File: config.mk
export PLATFORM = sky130hd
export DESIGN_NAME = cond_logic
export DESIGN_NICKNAME = d
export VERILOG_FILES = /design/src/rtl/cond_logic.sv
export SDC_FILE = /design/constraint.sdc
export NUM_CORES = 1
export LEC_CHECK = 0
export ABC_CLOCK_PERIOD_IN_PS = 3300
export CAP_MARGIN = 15
export CELL_PAD_IN_SITES_DETAIL_PLACEMENT = 1
export CELL_PAD_IN_SITES_GLOBAL_PLACEMENT = 1
export CORE_ASPECT_RATIO = 0.8
export CORE_MARGIN = 2
export CORE_UTILIZATION = 33
export DETAILED_ROUTE_END_ITERATION = 10
export PLACE_DENSITY_LB_ADDON = 0.25
export SYNTH_ARGS = -nofsm -noshare
export SYNTH_HDL_FRONTEND = slang
export SYNTH_SLANG_ARGS = --single-unit
File: constraint.sdc
create_clock -name clk -period 3.3 [get_ports clk]
set_input_delay 0.825 -clock clk [delete_from_list [all_inputs] [get_ports clk]]
set_output_delay 0.825 -clock clk [all_outputs]
set_load 0.02 [all_outputs]
File: src/rtl/cond_logic.sv
// cond_logic: conditional-execution stage behind the single-cycle ALU.
// Holds the architectural NZCV register, evaluates the ARM condition field
// against it, gates the decoder strobes and keeps saturating debug counters
// of executed and squashed instructions.
// Optional feature: define COND_STICKY_Q_EN to build a sticky overflow flag
// (q_flag output, clr_q input). Without the macro neither port exists.
module cond_logic #(
    parameter logic [3:0] FLAG_RESET = 4'b0000,
    parameter int         CNT_W      = 16
) (
    input  logic             clk,
    input  logic             rst_n,
    input  logic             en,
    input  logic [3:0]       cond,
    input  logic [3:0]       alu_flags,
    input  logic [1:0]       flag_w,
    input  logic             pcs,
    input  logic             reg_w,
    input  logic             mem_w,
    input  logic             no_write,
    input  logic             cnt_clr,
`ifdef COND_STICKY_Q_EN
    input  logic             clr_q,
    output logic             q_flag,
`endif
    output logic [3:0]       flags,
    output logic             cond_ex,
    output logic             pc_src,
    output logic             reg_write,
    output logic             mem_write,
    output logic [CNT_W-1:0] exec_cnt,
    output logic [CNT_W-1:0] skip_cnt
);

    localparam logic [CNT_W-1:0] CNT_MAX  = {CNT_W{1'b1}};
    localparam logic [CNT_W-1:0] CNT_ZERO = {CNT_W{1'b0}};
    localparam logic [CNT_W-1:0] CNT_ONE  = {{(CNT_W-1){1'b0}}, 1'b1};

    // Evaluate an ARM condition code against a stored {N,Z,C,V} value.
    function automatic logic cond_eval(input logic [3:0] cc, input logic [3:0] nzcv);
        logic n, z, c, v;
        logic res;
        n = nzcv[3];
        z = nzcv[2];
        c = nzcv[1];
        v = nzcv[0];
        case (cc)
            4'b0000: res = z;
            4'b0001: res = ~z;
            4'b0010: res = c;
            4'b0011: res = ~c;
            4'b0100: res = n;
            4'b0101: res = ~n;
            4'b0110: res = v;
            4'b0111: res = ~v;
            4'b1000: res = c & ~z;
            4'b1001: res = ~c | z;
            4'b1010: res = (n == v);
            4'b1011: res = (n != v);
            4'b1100: res = ~z & (n == v);
            4'b1101: res = z | (n != v);
            4'b1110: res = 1'b1;
            4'b1111: res = 1'b0;
            default: res = 1'b0;
        endcase
        return res;
    endfunction

    // Saturating increment: an all-ones counter stays at all-ones.
    function automatic logic [CNT_W-1:0] sat_inc(input logic [CNT_W-1:0] val);
        logic [CNT_W-1:0] res;
        if (val == CNT_MAX) begin
            res = val;
        end else begin
            res = val + CNT_ONE;
        end
        return res;
    endfunction

    logic [3:0]       flags_q,    flags_d;
    logic [CNT_W-1:0] exec_cnt_q, exec_cnt_d;
    logic [CNT_W-1:0] skip_cnt_q, skip_cnt_d;
    logic             cond_ex_s;
    logic             commit_s;

    // Condition decode from the registered flags only (no ALU bypass) and strobe gating.
    always_comb begin
        cond_ex_s = cond_eval(cond, flags_q);
        commit_s  = en & cond_ex_s;
        cond_ex   = cond_ex_s;
        pc_src    = commit_s & pcs;
        reg_write = commit_s & reg_w & ~no_write;
        mem_write = commit_s & mem_w;
    end

    // Next NZCV: each group loads independently, only for an executed instruction.
    always_comb begin
        flags_d = flags_q;
        if (commit_s) begin
            if (flag_w[1]) begin
                flags_d[3:2] = alu_flags[3:2];
            end else begin
                flags_d[3:2] = flags_q[3:2];
            end
            if (flag_w[0]) begin
                flags_d[1:0] = alu_flags[1:0];
            end else begin
                flags_d[1:0] = flags_q[1:0];
            end
        end else begin
            flags_d = flags_q;
        end
    end

    // Next counter values: clear wins, otherwise count executed or squashed.
    always_comb begin
        exec_cnt_d = exec_cnt_q;
        skip_cnt_d = skip_cnt_q;
        if (cnt_clr) begin
            exec_cnt_d = CNT_ZERO;
            skip_cnt_d = CNT_ZERO;
        end else if (en) begin
            if (cond_ex_s) begin
                exec_cnt_d = sat_inc(exec_cnt_q);
            end else begin
                skip_cnt_d = sat_inc(skip_cnt_q);
            end
        end else begin
            exec_cnt_d = exec_cnt_q;
            skip_cnt_d = skip_cnt_q;
        end
    end

    // Architectural flag and counter registers.
    always_ff @(posedge clk or negedge rst_n) begin
        if (!rst_n) begin
            flags_q    <= FLAG_RESET;
            exec_cnt_q <= CNT_ZERO;
            skip_cnt_q <= CNT_ZERO;
        end else begin
            flags_q    <= flags_d;
            exec_cnt_q <= exec_cnt_d;
            skip_cnt_q <= skip_cnt_d;
        end
    end

    assign flags    = flags_q;
    assign exec_cnt = exec_cnt_q;
    assign skip_cnt = skip_cnt_q;

`ifdef COND_STICKY_Q_EN
    logic q_flag_q, q_flag_d;

    // Sticky overflow: a new overflow beats a same-cycle clear.
    always_comb begin
        q_flag_d = q_flag_q;
        if (commit_s & flag_w[0] & alu_flags[0]) begin
            q_flag_d = 1'b1;
        end else if (clr_q) begin
            q_flag_d = 1'b0;
        end else begin
            q_flag_d = q_flag_q;
        end
    end

    // Sticky overflow register.
    always_ff @(posedge clk or negedge rst_n) begin
        if (!rst_n) begin
            q_flag_q <= 1'b0;
        end else begin
            q_flag_q <= q_flag_d;
        end
    end

    assign q_flag = q_flag_q;
`endif

endmodule

== Word-level counts from Yosys, hierarchy flattened ==
Index checks and enable logic that the tools add are counted.

* Register bits: 36
* Input port bits: 18
* Output and inout bits: 40
* Logic and storage cells: 58

* $add $sub $neg: 2
* Equality and inequality tests: 22
* Mux-type cells: 9
* Bitwise gates (word level): 14
* Reductions and logical operators: 7

{| class="wikitable"
|+ Operator list
! kind !! number
|-
| two-way mux 16 bit || 8
|-
| adder 16 x 1 -> 16 bit (second input constant) || 2
|-
| equality test 16 bit (second input constant) || 2
|-
| equality test 4 bit (second input constant) || 8
|-
| equality test 4 x 3 -> 1 bit (second input constant) || 4
|-
| one-hot mux 1 bit (16 select lines) || 1
|-
| equality test 4 x 2 -> 1 bit (second input constant) || 2
|-
| AND 1 bit || 7
|-
| inequality test 2 bit (second input constant) || 3
|-
| AND reduction 3 bit || 2
|-
| inverter 1 bit || 5
|-
| equality test 4 x 1 -> 1 bit (second input constant) || 1
|-
| zero test 4 bit || 1
|-
| AND reduction 2 bit || 2
|-
| nonzero test 2 bit || 2
|-
| OR 1 bit || 2
|-
| equality test 1 bit || 1
|-
| inequality test 1 bit || 1
|}

== Logic depth before layout (Yosys ltp) ==
* Word-level depth: 6
* Gate-level depth with buffers: 10

== Least setup slack after synthesis ==
OpenSTA, ideal clock, no wires.

* Path type: input to output
* Start: in cond[0]
* End: out reg_write
* Arrival time: 2,829 ps
* Slack: -354 ps
* Cell stages on the path: 6
* Path buffers: 1
* Cell sequence: or3b_4 a2111oi_4 o31ai_1 a41o_4 clkbuf_1 nor4b_1

* Word-level cells in the longest chain between the ends: 5
* Elaborated cells between the ends (all ways): 20

{| class="wikitable"
|+ RTL lines
! item !! line !! RTL
|-
| from (decl) || 14 || <nowiki>input logic [3:0] cond,</nowiki>
|-
| equality test 4 bit, or another cell as far along || 47 || <nowiki>case (cc)</nowiki>
|-
| one-hot mux 1 bit (16 select lines) * || 47 ||
|-
| AND 1 bit * || 89 || <nowiki>commit_s = en & cond_ex_s;</nowiki>
|-
| AND 1 bit * (2 in a row) || 92 || <nowiki>reg_write = commit_s & reg_w & ~no_write;</nowiki>
|-
| to (decl) || 29 || <nowiki>output logic reg_write,</nowiki>
|}

Mark *: on every way between the ends. The rest lies on a longest branch, timed or not.

== Worst setup path after layout ==
Ends and elaborated chain as after synthesis.

==> run metrics <==
status finished clean; Yosys warning total 0; Pleak 1.23 nW; initial antenna violation count 0; Starting Density 33.6%; met2 wire length 3170 microns; Post-synth EDFFs 0; fin cells 408; worst flop-to-flop path startpoint flags[2]$_DFFE_PN0P_; Fmax 0.310 GHz; Setup CP Type in2out; worst hold margin 0.561 ns; Seq/Total Area, Yosys 39.5%; Placeable Area 6790 sq um; worst hold start skip_cnt[10]$_DFFE_PN0P_; io pins 58; Fin. Hold Viols 0; Hold Crit Class reg2reg; Via density ~5.6; Met3 Wirelength roughly 280 microns; Slew @ Worst Pin ~0.85 ns; area of the multi-input gates 1320 sq um; Iteration-0 DRC Markers 69; synthesized area 2280 sq um; Rows 27; Wirelength per Cell 16.7 microns; Root Buffer clkbuf_8; Critical Path AT 2.40 ns; met1 wire length 3270 microns; ratio of cells with drive above 1 in the final layout between 10% and 20%; area grow syn2layout 37.5%; final instance area 3140 sq um; DP Area 3020 sq um; Crit. End Element output pin; Post-synth ARST share 100%; Fin Clk Skew 0.00902 ns; CTS Hold Buffers Added 0; count leader, synth dfrtp_1; Pre-antenna DRT Iters 4; cell class contributing the biggest share of worst-path delay compound AO/OA/AOI/OAI gates; Clock transition at path regs 0.07 ns; vias in the first global route roughly 2300; Final Max Slew Viols 0; Die Y 78.4 microns; crit path from cond[0]; Die X 97.0 microns; Net Count, Synth 273; worst relative slew slack 43.5%; Placed Instances 398; FF/Latch Area 901 sq um; crit start category input port; Core Util, Final 46.2%; ant diodes 0; Max-cap violations 0; Final Critical Period between 3 and 4 ns; highest routed layer met4; FF+latch count, synth 36; RSZ-0062 raised after global routing true; Total Wirelength 6810 microns; TritonCTS clock tree built; die area ~7600 sq um; first-pass GRT wire length 11500 microns; most common library cells after synthesis dfrtp_1 (36), a21oi_1 (24), o31ai_1 (17), nand2_1 (16), nand3_1 (16); Post-Syn Area per Cell roughly 9 sq um; CP required 2.47 ns; Post-DP HPWL approximately 4900 microns; GRT overflow 0; Worst VDD drop 232 uV; # setup viols final 0; Post-Syn Instances around 250; Synth Flop Type dfrtp_1; pwr dens 451 nW/um^2; CP max-delay cell or3b_4; maximum number of pins on one net before global-route repair 37; Num Clock Sinks 36; post-synth cell types between 40 and 50; Setup TNS 0 ns; area share of the leading cell type in the synthesized netlist 39.5%; fill count 806; Clock Latency Late Sink approximately 0.29 ns; CP Buf/Inv Count 2; GRT Total Usage 18.9%; cell-by-cell trace of the critical path buf_6, or3b_4, a2111oi_4, o31ai_2, a41o_4, nor4b_4, buf_4; Area contributors post-synth dfrtp_1 (39%), o31ai_1 (5.6%), mux2_2 (5.4%); Final #Nets 340; via count about 2300; Clock Path Buffers 2; residual antenna-violating net count after detailed routing 0; CP Max Fanout 3; period utilization 97.9%; CTS buffer count 5; routability cong. slightly below 0.8; residual DRC count 0; H-tree levels 2; Worst path max stage delay 0.40 ns; I/O Buffers 57; Synth area leader dfrtp_1
[state kept, by name, indices dropped and copies added (netlist names)]
register / flops
exec_cnt: 16
flags: 4
skip_cnt: 16
[cell families after synthesis]
| logic type | Yosys count | share of synthesized area (%) |
|---|---|---|
| AO/OA/AOI/OAI | 61 | 18.0 |
| adder cells (fa/ha/maj) | 2 | 1.10 |
| XOR/XNOR | 2 | 0.768 |
| buffers and inverters | 21 | 4.82 |
| multiplexers | 13 | 6.41 |
| flip-flops | 36 | 39.5 |
| AND/OR/NAND/NOR | 118 | 29.4 |
[final cells by class]
class	count	area share, %
inverter	5	0.678
multi-input combinational	196	42.1
timing repair buffer	76	22.2
sequential	36	28.7
tap	87	3.47
clock buffer	8	2.87
[report_power, final]
group	switching [W]	internal [W]
Clock	0.000163	0.000171
Combinational	0.000303	0.000255
Sequential	0.0000494	0.000473
[tightest hold or removal path, cell delays in order (launching register included)]
cell and delay, ns:
dfrtp_1 0.40, o31ai_1 0.07, a21oi_1 0.06
[layer usage]
metal | vias up | track usage (%)
met4 | 0 | 5.49
met1 | 1126 | 25.6
met2 | 47 | 30.3
li1 | 1085 | -
met5 | - | 0
met3 | 9 | 4.36
[through the flow]
stage | total power [W] | worst slack (ns)
after CTS | 0.00143 | 0.00207
after floorplan | 0.000858 | 0.00459
after global placement | 0.00106 | -0.785
after global routing | 0.00151 | -0.00181
final | 0.00141 | 0.0703
after detailed placement | 0.00108 | -0.830
[placed cells by master (no fill, tap or decap), drive strengths merged, types with 9 or more instances in the layout]
cell type      instances
dfrtp                 36
clkbuf                 9
nor2b                 10
and3                  13
a21oi                 24
clkdlybuf4s50         48
o21ai                 11
buf                   25
o31ai                 17
or4                   15
nand2                 16
nand3                 16
nor2                  15
mux2                  13
[final timing paths]
path | to | slack (ns) | cells past startpoint
min in group asynchronous | skip_cnt[13]$_DFFE_PN0P_ | 0.64 | 1
max | reg_write | 0.07 | 7
max reg2reg | exec_cnt[8]$_DFFE_PN0P_ | 0.62 | 8
min | skip_cnt[10]$_DFFE_PN0P_ | 0.56 | 2
max in group asynchronous | exec_cnt[4]$_DFFE_PN0P_ | 2.13 | 1
min reg2reg | skip_cnt[10]$_DFFE_PN0P_ | 0.56 | 2
[what timing repair did]
action	CTS	global route
endpoints found under the setup margin	4	4
pin swaps	5	3
buffers inserted	1	0
gates resized for setup	33	5
(Power assumes the default switching activity.)
